--- src/rtl/pipeline_hazard_ctrl.sv ---
// Stall/flush sequencer for the 5-stage pipeline.
// Handles the hazards operand forwarding cannot cover: a load-use bubble,
// a front-end hold while a multi-cycle MUL sits in stage 3, and a flush of
// younger instructions after a taken branch resolved in stage 3.
// Outputs are combinational from the current state and inputs, so a hazard
// stalls the pipeline in the same cycle it is detected.
// Optional build macro: PIPELINE_HAZARD_STATS_EN adds saturating
// stall_count / flush_count outputs.
module pipeline_hazard_ctrl #(
  parameter int                    REG_ADDR_WIDTH = 4,
  parameter int                    CTRL_WIDTH     = 6,
  parameter logic [CTRL_WIDTH-1:0] NOP_CODE       = '0,
  parameter logic [CTRL_WIDTH-1:0] LW_CODE        = CTRL_WIDTH'('h10),
  parameter logic [CTRL_WIDTH-1:0] MUL_CODE       = CTRL_WIDTH'('h08),
  parameter int                    MUL_LATENCY    = 4,
  parameter int                    FLUSH_CYCLES   = 1
) (
  input  logic                      clk,
  input  logic                      RST,
  input  logic [CTRL_WIDTH-1:0]     ctrl_p12,
  input  logic [REG_ADDR_WIDTH-1:0] A_addr,
  input  logic [REG_ADDR_WIDTH-1:0] B_addr,
  input  logic [CTRL_WIDTH-1:0]     ctrl_p23,
  input  logic [REG_ADDR_WIDTH-1:0] reg_addr_p23,
  input  logic                      branch_taken,
  output logic                      pc_en,
  output logic                      en_p12,
  output logic                      en_p23,
  output logic                      bubble_p23,
  output logic                      flush_p12,
  output logic                      busy
`ifdef PIPELINE_HAZARD_STATS_EN
  ,
  output logic [15:0]               stall_count,
  output logic [15:0]               flush_count
`endif
);

  // Counter must hold the larger of the two reload values.
  localparam int CNT_MAX = (MUL_LATENCY > FLUSH_CYCLES) ? MUL_LATENCY : FLUSH_CYCLES;
  localparam int CNT_W   = $clog2(CNT_MAX + 1);

  localparam logic [CNT_W-1:0] CNT_ONE      = CNT_W'(1);
  localparam logic [CNT_W-1:0] MUL_RELOAD   = CNT_W'(MUL_LATENCY - 1);
  localparam logic [CNT_W-1:0] FLUSH_RELOAD = CNT_W'(FLUSH_CYCLES - 1);

  localparam logic [1:0] ST_RUN     = 2'd0;
  localparam logic [1:0] ST_LDSTALL = 2'd1;
  localparam logic [1:0] ST_MULWAIT = 2'd2;
  localparam logic [1:0] ST_FLUSH   = 2'd3;

  logic [1:0]       state_q, state_d;
  logic [CNT_W-1:0] cnt_q, cnt_d;
  logic             mul_hit;
  logic             lu_hit;

  // A MUL of latency 1 never needs a hold; a single bubble covers A, B or both.
  assign mul_hit = (ctrl_p23 == MUL_CODE) && (MUL_LATENCY > 1);
  assign lu_hit  = (ctrl_p23 == LW_CODE) && (ctrl_p12 != NOP_CODE) &&
                   ((A_addr == reg_addr_p23) || (B_addr == reg_addr_p23));

  // Next-state and output decode; reset forces every output to its default.
  always_comb begin
    // NOTE: every signal gets a default before the case so no path leaves it unassigned (no latches).
    state_d    = state_q;
    cnt_d      = cnt_q;
    pc_en      = 1'b1;
    en_p12     = 1'b1;
    en_p23     = 1'b1;
    bubble_p23 = 1'b0;
    flush_p12  = 1'b0;
    busy       = (state_q != ST_RUN);

    case (state_q)
      ST_RUN, ST_LDSTALL: begin
        if (state_q == ST_LDSTALL) state_d = ST_RUN;
        if (branch_taken) begin
          flush_p12  = 1'b1;
          bubble_p23 = 1'b1;
          if (FLUSH_CYCLES > 1) begin
            state_d = ST_FLUSH;
            cnt_d   = FLUSH_RELOAD;
          end else begin
            state_d = ST_RUN;
          end
        end else if (state_q == ST_RUN) begin
          // Hazard detection only runs in RUN; LDSTALL is the bubble's shadow cycle.
          if (mul_hit) begin
            pc_en   = 1'b0;
            en_p12  = 1'b0;
            en_p23  = 1'b0;
            state_d = ST_MULWAIT;
            cnt_d   = MUL_RELOAD;
          end else if (lu_hit) begin
            pc_en      = 1'b0;
            en_p12     = 1'b0;
            bubble_p23 = 1'b1;
            state_d    = ST_LDSTALL;
          end
        end
      end
      ST_MULWAIT: begin
        // Branches and load-use are ignored until the MUL leaves p2-3.
        if (cnt_q > CNT_ONE) begin
          pc_en  = 1'b0;
          en_p12 = 1'b0;
          en_p23 = 1'b0;
          cnt_d  = cnt_q - CNT_ONE;
        end else begin
          state_d = ST_RUN;
        end
      end
      default: begin // ST_FLUSH
        flush_p12 = 1'b1;
        if (branch_taken) begin
          cnt_d = FLUSH_RELOAD;
        end else if (cnt_q <= CNT_ONE) begin
          state_d = ST_RUN;
        end else begin
          cnt_d = cnt_q - CNT_ONE;
        end
      end
    endcase

    if (!RST) begin
      pc_en      = 1'b1;
      en_p12     = 1'b1;
      en_p23     = 1'b1;
      bubble_p23 = 1'b0;
      flush_p12  = 1'b0;
      busy       = 1'b0;
    end
  end

  // State and counter registers.
  always_ff @(posedge clk or negedge RST) begin
    if (!RST) begin
      state_q <= ST_RUN;
      cnt_q   <= '0;
    end else begin
      // NOTE: sequential state uses non-blocking assignments so all registers update together.
      state_q <= state_d;
      cnt_q   <= cnt_d;
    end
  end

`ifdef PIPELINE_HAZARD_STATS_EN
  logic [15:0] stall_cnt_q;
  logic [15:0] flush_cnt_q;
  logic        flush_evt;

  // A taken branch is acted on everywhere except MULWAIT.
  assign flush_evt = branch_taken && (state_q != ST_MULWAIT);

  // Saturating event counters.
  always_ff @(posedge clk or negedge RST) begin
    if (!RST) begin
      stall_cnt_q <= '0;
      flush_cnt_q <= '0;
    end else begin
      if (!pc_en && (stall_cnt_q != 16'hFFFF)) stall_cnt_q <= stall_cnt_q + 16'd1;
      if (flush_evt && (flush_cnt_q != 16'hFFFF)) flush_cnt_q <= flush_cnt_q + 16'd1;
    end
  end

  assign stall_count = stall_cnt_q;
  assign flush_count = flush_cnt_q;
`endif

endmodule

--- config.mk ---
export PLATFORM = sky130hd
export DESIGN_NAME = pipeline_hazard_ctrl
export DESIGN_NICKNAME = d
export VERILOG_FILES = /design/src/rtl/pipeline_hazard_ctrl.sv
export SDC_FILE = /design/constraint.sdc
export NUM_CORES = 1
export LEC_CHECK = 0
export ABC_CLOCK_PERIOD_IN_PS = 4300
export CAP_MARGIN = 15
export CORE_UTILIZATION = 38
export CTS_CLUSTER_SIZE = 12
export DETAILED_ROUTE_END_ITERATION = 7
export PLACE_DENSITY = 0.91
export SLEW_MARGIN = 20
export SYNTH_ARGS = -nofsm -noshare
export SYNTH_HDL_FRONTEND = slang
export SYNTH_SLANG_ARGS = --single-unit
--- constraint.sdc ---
create_clock -name clk -period 4.3 [get_ports clk]
set_clock_uncertainty 0.05 [all_clocks]
set_input_delay 0.86 -clock clk [delete_from_list [all_inputs] [get_ports clk]]
set_output_delay 0.86 -clock clk [all_outputs]
set_load 0.05 [all_outputs]
==> flow_summary.ini, run 1 <==
[critical_path]
crit_top_cell = clkdlybuf4s50_1
worstPathCellList = clkdlybuf4s50_1 -> xor2_1 -> nor4_1 -> a41oi_1 -> o41a_1 -> clkdlybuf4s50_1
reg2reg_depth = 6
r2r_end = cnt_q[1]$_DFFE_PN0P_
r2r_setup_slack_ns = 2.72
regToRegStartpoint = cnt_q[1]$_DFFE_PN0P_
crit_path_start_kind = input port
crit_type = input port to primary output
critical-path-max-stage-delay_ns = 0.71
cpMaxStageDelayCell = clkdlybuf4s50_1
crit_fanout = 3
cp.arrival_ns = 3.02
end_kind = primary output
critPathRequiredTime_ns = 3.39

[synth]
yosysWarnings = 0
synth_seq_cells = 5
syn_inst = 59
seq_area_frac_synth = 0.243
yosys.area.top_type = dfrtp_1
synth_area_leaders = dfrtp_1 (24%), xnor2_1 (6.8%), xor2_1 (6.8%), ha_1 (4.9%), nor4_4 (4.1%)
mappedNetlistArea_um2 = 515
synth.net_count = 88
synth_top_cell_area_share = 0.243
syn_avg_cell_area_um2 = 8.74
ys_types = 35

[timing]
whs_ns = 0.548
fmax_mhz = 255
rsz0062_at_grt = false
maxSlewViolCount = 0
period_share = 0.914
hold_violations = 0
tns_ns = 0
finalSetupViolations = 0
finalCriticalPeriod_ns = 3.93
slew_headroom = 0.665
tightest_slew_ns = 0.501

[die]
dieHeight_um = 38.8
die_area_um2 = 1510
rows = 12
core-area_um2 = 1190
die_w_um = 38.8
start_util = 0.435
io_pins = 33

[power_and_ir_drop]
powerDensity_nw_per_um2 = 302
p_leak_uw = 0.000354
ir_drop_mv = 0.231

[placed_design]
dp.cells = 104
hpwlAfterDp_um = 1120
port_buffers = 32
gp_congestion = 0.780

[worst_hold_path]
whs_endpoint = cnt_q[0]$_DFFE_PN0P_
timing.hold.worst_path_depth = 2
hold_class = flip-flop to flip-flop
hold_start = cnt_q[0]$_DFFE_PN0P_

[global_routing]
grt_max_degree = 13
track_usage = 0.227
grt_pass1_vias = 594
grt_pass1_wl_um = 2210
overflow = 0
antenna_found_initial = 0

[routing]
drc = 0
wl_per_cell_um = 12.1
drt-initial-drc-count = 14
drtPass1Iterations = 4
num_vias = 583
ant_nets = 0
drt-total-wl_um = 1310
vias_per_cell = 5.40

[finish]
drive_gt1_frac = 0.106
post-route-util = 0.736
multi_input_area_um2 = 364
regArea_um2 = 125
nFillCells = 97
fin_cells = 108
syn_to_final_growth_pct = 69.4
nets = 124
diodes = 0

[run]
drv_cap = 0

[clocking]
cts_setup_buffers = 0
cts_tree = done
cts_made_buffers = 3
ctsHoldBuffers = 0
cts_sinks = 5
cts_buffer_depth = 2
path_clk_slew_ns = 0.04
cts_max_level = 1
clockRootBuffer = clkbuf_4
ctsResizeCount = 0
clk_latency_ns = 0.26

[run_status]
status = finished clean
-- critical path, delay by kind of cell --
family,cells,cell delay (ns)
xor gates and xnor gates,1,0.16
and+or+nand+nor,1,0.29
buffers and inverters,2,1.15
AOI/OAI and AO/OA,2,0.56
-- stage by stage --
step,power [µW],setup WS [ns],area [µm²]
finish,264,0.371,873
global route,288,0.254,873
CTS,267,0.358,873
detailed placement,208,0.371,847
global placement,199,0.411,847
floorplan,157,0.958,515
-- cells by family (layout without fill, tap and decap cells) --
kind of cell / Yosys count / after routing / share of synthesized area
adder cells (fa/ha/maj): 2 / 2 / 0.0485
flip-flops: 5 / 5 / 0.243
multiplexers: 1 / 1 / 0.0194
AO/OA/AOI/OAI: 15 / 15 / 0.231
buffers and inverters: 6 / 41 / 0.0510
AND/OR/NAND/NOR: 22 / 22 / 0.272
XOR/XNOR: 8 / 8 / 0.136
-- sequential cells by signal (all words and copies together) (netlist names) --
name,count
cnt_q,3
state_q,2
-- area by class of cell --
type	count	area share
timing repair buffer	33	0.372
multi-input combinational	48	0.417
clock buffer	4	0.0301
sequential	5	0.143
tap	14	0.0201
inverter	4	0.0172
-- synthesized netlist by cell type --
| master | n |
|---|---|
| xor2_1 | 4 |
| a32oi_1 | 1 |
| or3_1 | 1 |
| nand3b_1 | 2 |
| nand2b_1 | 1 |
| o21ba_2 | 1 |
| or2_2 | 2 |
| xnor2_1 | 4 |
| o31ai_1 | 1 |
| mux2i_1 | 1 |
| a41oi_1 | 1 |
| o211ai_1 | 1 |
| and2_1 | 1 |
| clkbuf_1 | 1 |
| nor4_1 | 1 |
| o21ai_1 | 1 |
| nand2_1 | 2 |
| nor2_1 | 4 |
| a211o_1 | 1 |
| inv_1 | 4 |
| or4_1 | 2 |
| nor3_1 | 1 |
| dfrtp_1 | 5 |
| a21o_1 | 2 |
| o41a_1 | 1 |
| buf_4 | 1 |
| ha_1 | 2 |
| nor2b_1 | 1 |
| a22o_1 | 1 |
| o211ai_2 | 1 |
| a21oi_1 | 1 |
| nor3b_1 | 1 |
| nor4_4 | 1 |
| nand3_1 | 2 |
| o21ai_0 | 2 |
-- placed cells by master, fill, tap and decap left out, drive strengths merged --
master	netlist	final
clkdlybuf4s50	0	31
dfrtp	5	5
inv	4	4
nor2	4	4
xnor2	4	4
xor2	4	4
clkbuf	1	4
o21ai	3	3
or2	2	2
or4	2	2
nand3b	2	2
nand3	2	2
nand2	2	2
a21o	2	2
ha	2	2
buf	1	2
nor4	2	2
o211ai	2	2
mux2i	1	1
a41oi	1	1
nor2b	1	1
o21ba	1	1
nor3b	1	1
a211o	1	1
or3	1	1
o41a	1	1
o31ai	1	1
and2	1	1
nand2b	1	1
a21oi	1	1
a22o	1	1
nor3	1	1
a32oi	1	1
-- layer usage --
layer  GRT usage  vias to the layer above  wire length [µm]
met5           0                        -                 0
met4       0.103                        0                38
met3      0.0694                        4                85
met2       0.433                       30               727
met1       0.215                      262               459
li1            -                      287                 -
-- worst max-delay path by stage --
| stage | cells after the start | end | slack (ns) | from |
|---|---|---|---|---|
| after detailed placement | 6 | pc_en | 0.37 | reg_addr_p23[3] |
| after floorplan | 5 | pc_en | 0.96 | ctrl_p23[1] |
| final | 6 | pc_en | 0.37 | reg_addr_p23[3] |
| after CTS | 6 | pc_en | 0.36 | reg_addr_p23[3] |
| after global routing | 6 | pc_en | 0.25 | reg_addr_p23[3] |
| after global placement | 6 | en_p12 | 0.41 | reg_addr_p23[3] |
-- power by group --
part	total (µW)	internal, µW	switching (µW)
logic	133	71.8	60.8
registers	73.7	61.1	12.6
clock network	57.8	35.3	22.5
total	264	168	95.9
Note: power is estimated with default switching activity, not from simulation.
==> inputs of run 2 (changes only) <==
--- a/config.mk
+++ b/config.mk
@@ -5,12 +5,13 @@
 export SDC_FILE = /design/constraint.sdc
 export NUM_CORES = 1
 export LEC_CHECK = 0
-export ABC_CLOCK_PERIOD_IN_PS = 4300
+export ABC_CLOCK_PERIOD_IN_PS = 4500
 export CAP_MARGIN = 15
-export CORE_UTILIZATION = 38
+export CORE_MARGIN = 8
+export CORE_UTILIZATION = 35
 export CTS_CLUSTER_SIZE = 12
 export DETAILED_ROUTE_END_ITERATION = 7
-export PLACE_DENSITY = 0.91
+export PLACE_DENSITY = 0.86
 export SLEW_MARGIN = 20
 export SYNTH_ARGS = -nofsm -noshare
 export SYNTH_HDL_FRONTEND = slang
==> constraint.sdc (replaced) <==
create_clock -name clk -period 4.5 [get_ports clk]
set_clock_uncertainty 0.05 [all_clocks]
set_input_delay 0.9 -clock clk [delete_from_list [all_inputs] [get_ports clk]]
set_output_delay 0.9 -clock clk [all_outputs]
set_load 0.05 [all_outputs]
==> run 2 against run 1 <==
Critical path depth did not move. Register-to-register slack improved by 0.17 ns. Sequential share of layout area rose by 0.083 points. Total power fell by 3.8%. Combinational power fell by 4%. Utilization fell by 13 points. Count of clock-buffer cells in the layout did not move. First-iteration DRC count fell by 21%. Global-route usage fell by 11 points. Sequential power fell by 3.4%. Via count rose by 2.1%. Critical endpoint unchanged.
==> flow_summary.ini, run 2 (synthesized netlist as in run 1, its figures left out) <==
[clocking]
cts_buffer_depth = 2
path_clk_slew_ns = 0.04
cts_sinks = 5
cts_setup_buffers = 0
cts_tree = done
clk_latency_ns = 0.25
ctsHoldBuffers = 0
cts_made_buffers = 3
clockRootBuffer = clkbuf_4
cts_max_level = 1
ctsResizeCount = 0

[global_routing]
grt_max_degree = 13
overflow = 0
grt_pass1_wl_um = 2590
grt_pass1_vias = 622
antenna_found_initial = 0
track_usage = 0.120

[critical_path]
critical-path-max-stage-delay_ns = 0.72
worstPathCellList = clkdlybuf4s50_1 -> xor2_1 -> nor4_1 -> a41oi_1 -> o41a_1 -> clkdlybuf4s50_1
crit_top_cell = clkdlybuf4s50_1
cpMaxStageDelayCell = clkdlybuf4s50_1
cp.arrival_ns = 3.08
crit_fanout = 3
r2r_setup_slack_ns = 2.89
critPathRequiredTime_ns = 3.55
crit_type = input port to primary output
end_kind = primary output
crit_path_start_kind = input port

[routing]
wl_per_cell_um = 14.5
drt-initial-drc-count = 11
drtPass1Iterations = 4
drt-total-wl_um = 1580
vias_per_cell = 5.46
ant_nets = 0
drc = 0
num_vias = 595

[finish]
fin_area_um2 = 868
regArea_um2 = 125
largest-register = cnt_q
drive_gt1_frac = 0.0968
layout_commonest_cell = clkdlybuf4s50_1
reg_top3 = cnt_q (3), state_q (2)
syn_to_final_growth_pct = 68.4
final_cell_mix = clkdlybuf4s50_1 (31), dfrtp_1 (5)
nets = 123
multi_input_area_um2 = 364
nFillCells = 124
diodes = 0
largest_register_ffs = 3

[timing]
finalCriticalPeriod_ns = 4.03
slew_headroom = 0.661
finalSetupViolations = 0
tns_ns = 0
maxSlewViolCount = 0
period_share = 0.895
rsz0062_at_grt = false
fmax_mhz = 248
tightest_slew_ns = 0.507
hold_violations = 0

[placed_design]
port_buffers = 32
hpwlAfterDp_um = 1390
gp_congestion = 0.727
placed_area_um2 = 842

[power_and_ir_drop]
p_leak_uw = 0.000349
powerDensity_nw_per_um2 = 293
ir_drop_mv = 0.165

[die]
start_util = 0.359
core-area_um2 = 1440
die_w_um = 54.4
die_area_um2 = 2960
rows = 14
dieHeight_um = 54.4
io_pins = 33

[run_status]
status = finished clean

[run]
drv_cap = 0

[worst_hold_path]
hold_class = flip-flop to flip-flop
run 2: cell types whose count changed in the layout (fill, tap and decap cells not counted), sizes merged:
cell  before  now
buf        2    1
run 2: metal layers:
metal / GRT usage / wire length, µm / vias to the layer above
li1: - / - / 282
met2: 0.227 / 825 / 31
met1: 0.104 / 558 / 276
met4: 0.0861 / 48 / 0
met3: 0.0380 / 150 / 6
met5: 0 / 0 / -
run 2: worst paths after layout:
path                       depth (start not counted)            startpoint                    to
hold reg to reg                                    2  cnt_q[0]$_DFFE_PN0P_  cnt_q[0]$_DFFE_PN0P_
setup / recovery                                   6       reg_addr_p23[3]                 pc_en
hold / removal                                     2  cnt_q[0]$_DFFE_PN0P_  cnt_q[0]$_DFFE_PN0P_
min in group asynchronous                          1                   RST  cnt_q[2]$_DFFE_PN0P_
max in group asynchronous                          1                   RST  cnt_q[1]$_DFFE_PN0P_
setup reg to reg                                   6  cnt_q[1]$_DFFE_PN0P_  cnt_q[1]$_DFFE_PN0P_
run 2: per-stage QoR:
| stage | setup WS [ns] | hold WS, ns | instances | util | power, µW |
|---|---|---|---|---|---|
| 2_1_floorplan | 1.08 | 0.492 | 59 | - | 150 |
| 3_3_place_gp | 0.527 | 0.530 | 105 | 0.586 | 191 |
| 3_5_place_dp | 0.476 | 0.556 | 105 | 0.586 | 198 |
| 4_1_cts | 0.469 | 0.567 | 109 | 0.605 | 254 |
| 5_1_grt | 0.393 | 0.612 | 109 | 0.605 | 272 |
| 6_report | 0.472 | 0.569 | 109 | 0.605 | 254 |
run 2: final cells by class:
cell class                      count  share of cell area
Multi-Input combinational cell     48               0.419
Timing Repair Buffer               32               0.366
Sequential cell                     5               0.144
Clock buffer                        4              0.0303
Tap cell                           16              0.0231
Inverter                            4              0.0173
run 2: worst max-delay path, delay by kind of cell:
| kind | cells | cell delay (ns) |
|---|---|---|
| buffers and inverters | 2 | 1.18 |
| AO/OA/AOI/OAI | 2 | 0.56 |
| AND/OR/NAND/NOR | 1 | 0.28 |
| XOR/XNOR | 1 | 0.16 |
run 2: where the power goes:
group / internal [µW] / total, µW / switching [µW]
sequential: 58.3 / 71.2 / 12.9
combinational: 68.2 / 128 / 60.2
clock: 33.7 / 54.3 / 20.7
total: 160 / 254 / 93.7
==> inputs of run 3 (changes only) <==
--- a/config.mk
+++ b/config.mk
@@ -5,13 +5,13 @@
 export SDC_FILE = /design/constraint.sdc
 export NUM_CORES = 1
 export LEC_CHECK = 0
-export ABC_CLOCK_PERIOD_IN_PS = 4500
+export ABC_CLOCK_PERIOD_IN_PS = 5230
 export CAP_MARGIN = 15
 export CORE_MARGIN = 8
-export CORE_UTILIZATION = 35
+export CORE_UTILIZATION = 38
 export CTS_CLUSTER_SIZE = 12
 export DETAILED_ROUTE_END_ITERATION = 7
-export PLACE_DENSITY = 0.86
+export PLACE_DENSITY = 0.91
 export SLEW_MARGIN = 20
 export SYNTH_ARGS = -nofsm -noshare
 export SYNTH_HDL_FRONTEND = slang
==> constraint.sdc (replaced) <==
create_clock -name clk -period 5.23 [get_ports clk]
set_clock_uncertainty 0.05 [all_clocks]
set_input_delay 1.046 -clock clk [delete_from_list [all_inputs] [get_ports clk]]
set_output_delay 1.046 -clock clk [all_outputs]
set_load 0.05 [all_outputs]
==> run 3 against run 2 <==
Register-to-register slack better by 0.80 ns. Non-clock buffer count unchanged. Wire length down 5.0%. Sequential power down 15%. Cell area up 0.29%. Via count down 8.1%. Combinational power down 16%. Critical endpoint is now bubble_p23. Largest power group unchanged.
==> flow_summary.ini, run 3 (synthesized netlist as in run 1, its figures left out) <==
[routing]
drt-total-wl_um = 1500
drt-initial-drc-count = 9
vias_per_cell = 5.06
ant_nets = 0
drtPass1Iterations = 4
wl_per_cell_um = 13.9
drc = 0
num_vias = 547

[finish]
post-route-util = 0.678
largest_register_ffs = 3
layout_commonest_cell = clkdlybuf4s50_1
multi_input_area_um2 = 364
syn_to_final_growth_pct = 68.9
final_cell_mix = clkdlybuf4s50_1 (32), dfrtp_1 (5)
nets = 123
regArea_um2 = 125
drive_gt1_frac = 0.0968
fin_area_um2 = 871
reg_top3 = cnt_q (3), state_q (2)
diodes = 0
largest-register = cnt_q
nFillCells = 104
fin_cells = 108

[critical_path]
critical-path-max-stage-delay_ns = 0.82
critPathRequiredTime_ns = 4.13
reg2reg_depth = 6
cpMaxStageDelayCell = clkdlybuf4s50_1
crit_path_start_kind = input port
worstPathCellList = clkdlybuf4s50_1 -> nor4_4 -> o211ai_2 -> or4_1 -> o21ai_1 -> clkdlybuf4s50_1
r2r_setup_slack_ns = 3.69
crit_fanout = 3
r2r_end = cnt_q[1]$_DFFE_PN0P_
crit_type = input port to primary output
cp.arrival_ns = 3.38
regToRegStartpoint = cnt_q[1]$_DFFE_PN0P_
crit_top_cell = clkdlybuf4s50_1
end_kind = primary output

[die]
dieHeight_um = 52.8
rows = 13
io_pins = 33
die_area_um2 = 2790
core-area_um2 = 1280
start_util = 0.401
die_w_um = 52.8

[timing]
hold_violations = 0
fmax_mhz = 224
rsz0062_at_grt = false
slew_headroom = 0.661
period_share = 0.855
tns_ns = 0
maxSlewViolCount = 0
tightest_slew_ns = 0.507
finalSetupViolations = 0
finalCriticalPeriod_ns = 4.47

[power_and_ir_drop]
p_leak_uw = 0.000351
ir_drop_mv = 0.0940
p_total_uw = 215
powerDensity_nw_per_um2 = 247

[clocking]
clk_latency_ns = 0.25
cts_sinks = 5
cts_setup_buffers = 0
ctsResizeCount = 0
ctsHoldBuffers = 0
clockRootBuffer = clkbuf_4
cts_max_level = 1
cts_buffer_depth = 2
cts_tree = done
path_clk_slew_ns = 0.04
cts_made_buffers = 3

[global_routing]
antenna_found_initial = 0
track_usage = 0.116
overflow = 0
grt_pass1_wl_um = 2540
grt_max_degree = 13
grt_pass1_vias = 599

[worst_hold_path]
hold_class = flip-flop to flip-flop
timing.hold.worst_path_depth = 3
hold_start = cnt_q[1]$_DFFE_PN0P_
whs_endpoint = cnt_q[1]$_DFFE_PN0P_

[placed_design]
dp.cells = 104
placed_area_um2 = 843
gp_congestion = 0.791
hpwlAfterDp_um = 1360
port_buffers = 32

[run_status]
status = finished clean

[run]
drv_cap = 0
run 3: cell count changes in the layout (fill, tap and decap cells not counted), sizes merged:
cell           delta
clkbuf            -1
clkdlybuf4s50     +1
buf               -1
clkinv            +1
run 3: power by group:
group | switching (µW) | leakage (µW) | internal, µW
combinational | 49.4 | 0.000270 | 58.4
sequential | 10.4 | 0.0000631 | 50.1
clock | 18.6 | 0.0000177 | 27.8
run 3: area by class of cell:
cell class                      instances  area share
Timing Repair Buffer                   32       0.368
Sequential cell                         5       0.144
Clock buffer                            3      0.0259
Multi-Input combinational cell         48       0.418
Inverter                                4      0.0172
Tap cell                               15      0.0216
Clock inverter                          1     0.00575
run 3: worst max path at each step:
stage,endpoint,startpoint,slack (ns),cells past startpoint
after floorplan,pc_en,ctrl_p23[1],1.52,5
after global placement,bubble_p23,ctrl_p23[1],0.80,6
after detailed placement,bubble_p23,ctrl_p23[1],0.77,6
after CTS,bubble_p23,ctrl_p23[1],0.76,6
after global routing,bubble_p23,ctrl_p23[1],0.68,6
final,bubble_p23,ctrl_p23[1],0.76,6
run 3: critical path, delay by kind of cell:
kind                   cells  cell delay, ns
and+or+nand+nor            2            0.76
buffers and inverters      2            1.26
AOI/OAI and AO/OA          2            0.31
run 3: per-layer routing:
metal  track usage  part of all wire
met4        0.0388            0.0093
met3        0.0313             0.061
met1         0.119              0.39
met2         0.215              0.53
met5             0                 0
run 3: stage by stage:
stage / hold slack, ns / worst slack (ns)
after global placement: 0.537 / 0.797
after detailed placement: 0.537 / 0.766
after global routing: 0.585 / 0.677
final: 0.547 / 0.756
after floorplan: 0.492 / 1.52
after CTS: 0.550 / 0.759
==> variant 1: new RTL, settings of run 2 <==
Set the parameter `MUL_LATENCY` to 8 (it was 4).
--- a/src/rtl/pipeline_hazard_ctrl.sv
+++ b/src/rtl/pipeline_hazard_ctrl.sv
@@ -14,3 +14,3 @@
   parameter logic [CTRL_WIDTH-1:0] MUL_CODE       = CTRL_WIDTH'('h08),
-  parameter int                    MUL_LATENCY    = 4,
+  parameter int                    MUL_LATENCY    = 8,
   parameter int                    FLUSH_CYCLES   = 1
Check against the original RTL: not equivalent (a bounded check fails within 4 cycles, from zero or initial values and one cycle with RST low).
==> variant 1 against run 2 <==
  * Non-clock buffer count increased by 1
  * Total power rose by 38%
  * Cell area increased by 5.5%
  * Fmax increased by 0.23%
  * Area after synthesis rose by 7.3%
  * Highest routed layer unchanged
  * Sequential cell count increased by 1
  * Wire length grew 4.0%
  * Setup slack gained 0.0093 ns
==> variant 1: results (changes against run 2) <==
status=complete, no violations; total number of yosys warnings=0 (unchanged); Final GP Congestion=0.8017 (+10%); Synth Flop Type=dfrtp_1; placed cells=114 (+8.6%); Root Buffer=clkbuf_4; worst rel slew slack=65.98% (-0.10 points); syn_nets=95 (+8.0%); port buffer count=32 (unchanged); CTS Buffer Depth=2 (unchanged); Placed Instance Area=893.4 sq um (+6.1%); DR iter-0 viols=11 (unchanged); WHS=0.5119 ns (-0.05714 ns); R2R Path End=cnt_q[3]$_DFFE_PN0P_; WL met2=876 microns (+6.2%); highest routed layer=met4; TritonCTS Buffers=3 (unchanged); worst-path fanout max=3 (unchanged); drt via density=5.299 (-2.9%); Clock Latency Late Sink=0.25 ns (about the same); Detail Route met3 WL=83 microns (-45%); Inserted Diodes=0 (unchanged); slowest stage delay, CP=0.86 ns (+0.14 ns); worst r2r path cells=6 (unchanged); Syn Area/Cell=8.379 sq um (-4.1%); Final Slew Violations=0 (unchanged); final WL=1646 microns (+4.0%); H-tree depth=1 (unchanged); post-synthesis sequential area ratio=27.15% (+2.9 points); DPL Wire Length=1448 microns (+4.2%); Leak Pwr=0.0003676 uW (+5.2%); ys async rst share=100.0% (unchanged); Setup Slack @ Placement=0.4539 ns (-0.02170 ns); first-pass GRT wire length=2732 microns (+5.3%); r2r startpoint=cnt_q[0]$_DFFE_PN0P_; Arr. time, crit path=3.07 ns (about the same); CTS clk-pin slew, worst paths=0.04 ns (about the same); PnR worst setup slack=0.4808 ns (+0.009266 ns); share of layout cells above drive strength 1=7.921% (-1.8 points); fin nets=132 (+7.3%); initial antenna violation count=0 (unchanged); R2R Setup Slk=2.95 ns (+0.06 ns); gr usage total=10.50% (-1.5 points); min-delay src=cnt_q[2]$_DFFE_PN0P_; Pre-antenna DRT Iters=4 (unchanged); number of global-route vias before repair=664 (+6.8%); met1 wire length=659 microns (+18%); drc violations=0 (unchanged); per-cell routed wire length=14.07 microns (-3.1%); Worst Hold Path Cells=1 (-1); CTS resizes=0 (unchanged); final setup fails=0 (unchanged); largest net degree at the start of global routing=9 (-4); slowest cell on the critical path=clkdlybuf4s50_1; Hold Path Sink=cnt_q[2]$_DFFE_PN0P_; synth top area cells=dfrtp_1 27%, xnor2_1 6.3%, xor2_1 6.3%; Regs by FF count=cnt_q (4), state_q (2); synth unique cells=30 (-14%); synth cell count leaders=7 x nand2_1, 6 x dfrtp_1, 6 x nor2_1; VDD IR max=0.2664 mV (+62%)
## variant 1: changes by cell type in the layout (fill, tap and decap cells not counted), moves of 2 or more
cell      before  now
a21oi_1        1    3
nand2_1        2    7
nand3b_1       2    0
nand4b_1       0    3
nor2_1         4    6
nor3_1         1    3
nor4_2         0    2
o22a_1         0    2
or4_1          2    0
## variant 1: logic make-up after synthesis
| group | after synthesis | synth area share, % |
|---|---|---|
| adders and majority gates | 2 | 4.524 |
| AOI/OAI and AO/OA | 16 | 21.27 |
| DFF | 6 | 27.15 |
| xor gates and xnor gates | 8 | 12.67 |
| buffers and inverters | 5 | 4.072 |
| and+or+nand+nor | 28 | 28.28 |
| muxes | 1 | 2.036 |
## variant 1: metal layers
layer,track usage [%],up-vias
li1,-,316
met1,10.40,279
met2,18.59,21
met3,4.110,4
met4,4.930,0
met5,0,-
## variant 1: layout make-up
type / count / area, sq um
clock buffer: 3 / 22.52
fill: 114 / 573.1
inverter: 4 / 15.01
multi-input combinational: 55 / 380.4
sequential: 6 / 150.1
tap: 16 / 20.02
timing repair buffer: 33 / 327.8
## variant 1: worst max-delay path, delay by kind of cell
family | cells | cell delay, ns
AND/OR/NAND/NOR | 1 | 0.26
XOR/XNOR | 1 | 0.16
buffers and inverters | 2 | 1.31
AO/OA/AOI/OAI | 2 | 0.44
## variant 1: worst max path at each step
stage                     cells after the start            start    endpoint
after detailed placement                      6  reg_addr_p23[1]  bubble_p23
after floorplan                               4        A_addr[1]  bubble_p23
after CTS                                     6  reg_addr_p23[1]  bubble_p23
final                                         6  reg_addr_p23[1]  bubble_p23
after global routing                          6  reg_addr_p23[0]  bubble_p23
after global placement                        6  reg_addr_p23[1]  bubble_p23
## variant 1: power breakdown
group	switching [uW]	internal, uW
Combinational	111	95.6
Clock	18.6	30.1
Sequential	20.8	74.1
==> variant 2: new RTL, config.mk and constraints of run 2 <==
Without the edit above. Register the output `bubble_p23`, with the module's reset; this adds one clock of latency there. The other outputs are not delayed to match.
--- a/src/rtl/pipeline_hazard_ctrl.sv
+++ b/src/rtl/pipeline_hazard_ctrl.sv
@@ -51,2 +51,4 @@
 
+  logic bubble_p23_d;
+
   logic [1:0]       state_q, state_d;
@@ -69,3 +71,3 @@
     en_p23     = 1'b1;
-    bubble_p23 = 1'b0;
+    bubble_p23_d = 1'b0;
     flush_p12  = 1'b0;
@@ -78,3 +80,3 @@
           flush_p12  = 1'b1;
-          bubble_p23 = 1'b1;
+          bubble_p23_d = 1'b1;
           if (FLUSH_CYCLES > 1) begin
@@ -96,3 +98,3 @@
             en_p12     = 1'b0;
-            bubble_p23 = 1'b1;
+            bubble_p23_d = 1'b1;
             state_d    = ST_LDSTALL;
@@ -128,3 +130,3 @@
       en_p23     = 1'b1;
-      bubble_p23 = 1'b0;
+      bubble_p23_d = 1'b0;
       flush_p12  = 1'b0;
@@ -169,2 +171,10 @@
 
+  always_ff @(posedge clk or negedge RST) begin
+    if (!RST) begin
+      bubble_p23 <= '0;
+    end else begin
+      bubble_p23 <= bubble_p23_d;
+    end
+  end
+
 endmodule
Formal check against the unedited RTL: not equivalent (a bounded check fails within 4 cycles, from zero or initial values and one cycle with RST low).
==> variant 2 against run 2 <==
  * Wire length rose by 1.4%
  * Synthesized cell count did not move
  * Sequential cell count rose by 1
  * Non-clock buffer count did not move
  * Cell area rose by 4.6%
  * Register-to-register slack improved by 0.03 ns
  * Cell count fell by 0.92%
  * Setup slack got worse by 0.073 ns
  * Via count fell by 1.3%
  * Critical path depth did not move
  * Total power rose by 3.5%
  * Area after synthesis rose by 8.3%
  * Critical endpoint is now en_p12
  * Largest power group unchanged
  * Highest routed layer unchanged
==> variant 2: results (changes against run 2) <==
Fillers=136 (+9.7%); syn_nets=88 (unchanged); Leak Pwr=0.0003580 uW (+2.5%); number of global-route vias before repair=632 (+1.6%); Final GP Congestion=0.7991 (+9.9%); largest net degree at the start of global routing=12 (-1); share of layout cells above drive strength 1=9.783% (+0.11 points); Pre-antenna DRT Iters=4 (unchanged); DR iter-0 viols=11 (unchanged); Sw Ratio=36.42% (-0.49 points); Worst Max-Slew Pin Slew=0.5867 ns (+0.07958 ns); slowest stage delay, CP=0.87 ns (+0.15 ns); VDD IR max=0.1808 mV (+9.8%); DPL Wire Length=1387 microns (-0.14%); status=complete, no violations; synth cell count leaders=6 x dfrtp_1, 4 x inv_1, 4 x nor2b_1, 4 x xnor2_1, 4 x xor2_1; Arr. time, crit path=3.15 ns (+0.07 ns); synth top area cells=dfrtp_1 27%, xnor2_1 6.3%, xor2_1 6.3%; post-synthesis sequential area ratio=26.91% (+2.6 points); number of setup buffers added after CTS=0 (unchanged); per-cell routed wire length=14.86 microns (+2.3%); synth unique cells=34 (-2.9%); gr usage total=10.64% (-1.4 points); Placed Instance Area=885.9 sq um (+5.2%); CTS Buffer Depth=2 (unchanged); drt via density=5.435 (-0.43%); ys async rst share=100.0% (unchanged); Regs by FF count=cnt_q (3), state_q (2), bubble_p23 (1)
==> variant 2: per-stage QoR <==
step | power [uW] | cells | hold WS [ns] | worst slack (ns)
after floorplan | 164.2 | 59 | 0.4625 | 0.6206
after global placement | 206.8 | 105 | 0.5132 | 0.4191
after global routing | 286.4 | 108 | 0.5764 | 0.2434
final | 263.0 | 108 | 0.5132 | 0.3986
after CTS | 264.5 | 108 | 0.5160 | 0.3883
after detailed placement | 212.1 | 105 | 0.5038 | 0.3883
==> variant 2: worst reg2reg max path, delay by kind of cell, from the launching register on <==
family,cells,cell delay [ns]
AOI/OAI and AO/OA,2,0.37
adders and majority gates,1,0.13
buffers and inverters,1,0.08
DFF,1,0.39
and+or+nand+nor,2,0.44
==> variant 2: cell type report <==
cell class,count,area [sq um],area share [%]
clock buffer,3,22.52,2.479
timing repair buffer,32,320.3,35.26
inverter,4,15.01,1.653
multi-input combinational,47,380.4,41.87
tap,16,20.02,2.204
sequential,6,150.1,16.53
==> variant 2: metal layers <==
layer / up-vias / track usage [%] / share of wire, %
met1: 269 / 10.38 / 39
met2: 27 / 19.23 / 51
met4: 0 / 1.031 / 0.62
met5: - / 0 / 0
met3: 4 / 6.621 / 9.5
li1: 287 / - / -
==> variant 2: logic make-up after synthesis <==
family                   count (synthesis)  share of synthesized area, %
flip-flops                               6                         26.91
multiplexers                             1                         1.794
adder cells (fa/ha/maj)                  2                         4.484
AND/OR/NAND/NOR                         20                         26.68
AO/OA/AOI/OAI                           16                         22.65
buffers and inverters                    6                         4.932
XOR/XNOR                                 8                         12.55
==> variant 2: path summary, 6_finish.rpt <==
check	start	to	slack, ns	cells after the start
max	ctrl_p12[3]	en_p12	0.40	6
min	cnt_q[1]$_DFFE_PN0P_	cnt_q[1]$_DFFE_PN0P_	0.51	2
max reg2reg	cnt_q[1]$_DFFE_PN0P_	state_q[1]$_DFFE_PN0P_	2.92	6
min reg2reg	cnt_q[1]$_DFFE_PN0P_	cnt_q[1]$_DFFE_PN0P_	0.51	2
max in group asynchronous	RST	cnt_q[1]$_DFFE_PN0P_	3.20	1
min in group asynchronous	RST	bubble_p23$_DFF_PN0_	0.91	1
==> variant 2: power groups by stage <==
stage / Clock (uW) / Sequential (uW) / Combinational, uW
after floorplan: 0 / 81.9 / 82.3
after global placement: 0 / 84.1 / 123
after detailed placement: 0 / 85.1 / 127
after CTS: 51.6 / 84.4 / 129
after global routing: 55.1 / 87.8 / 144
final: 50.3 / 84.7 / 128
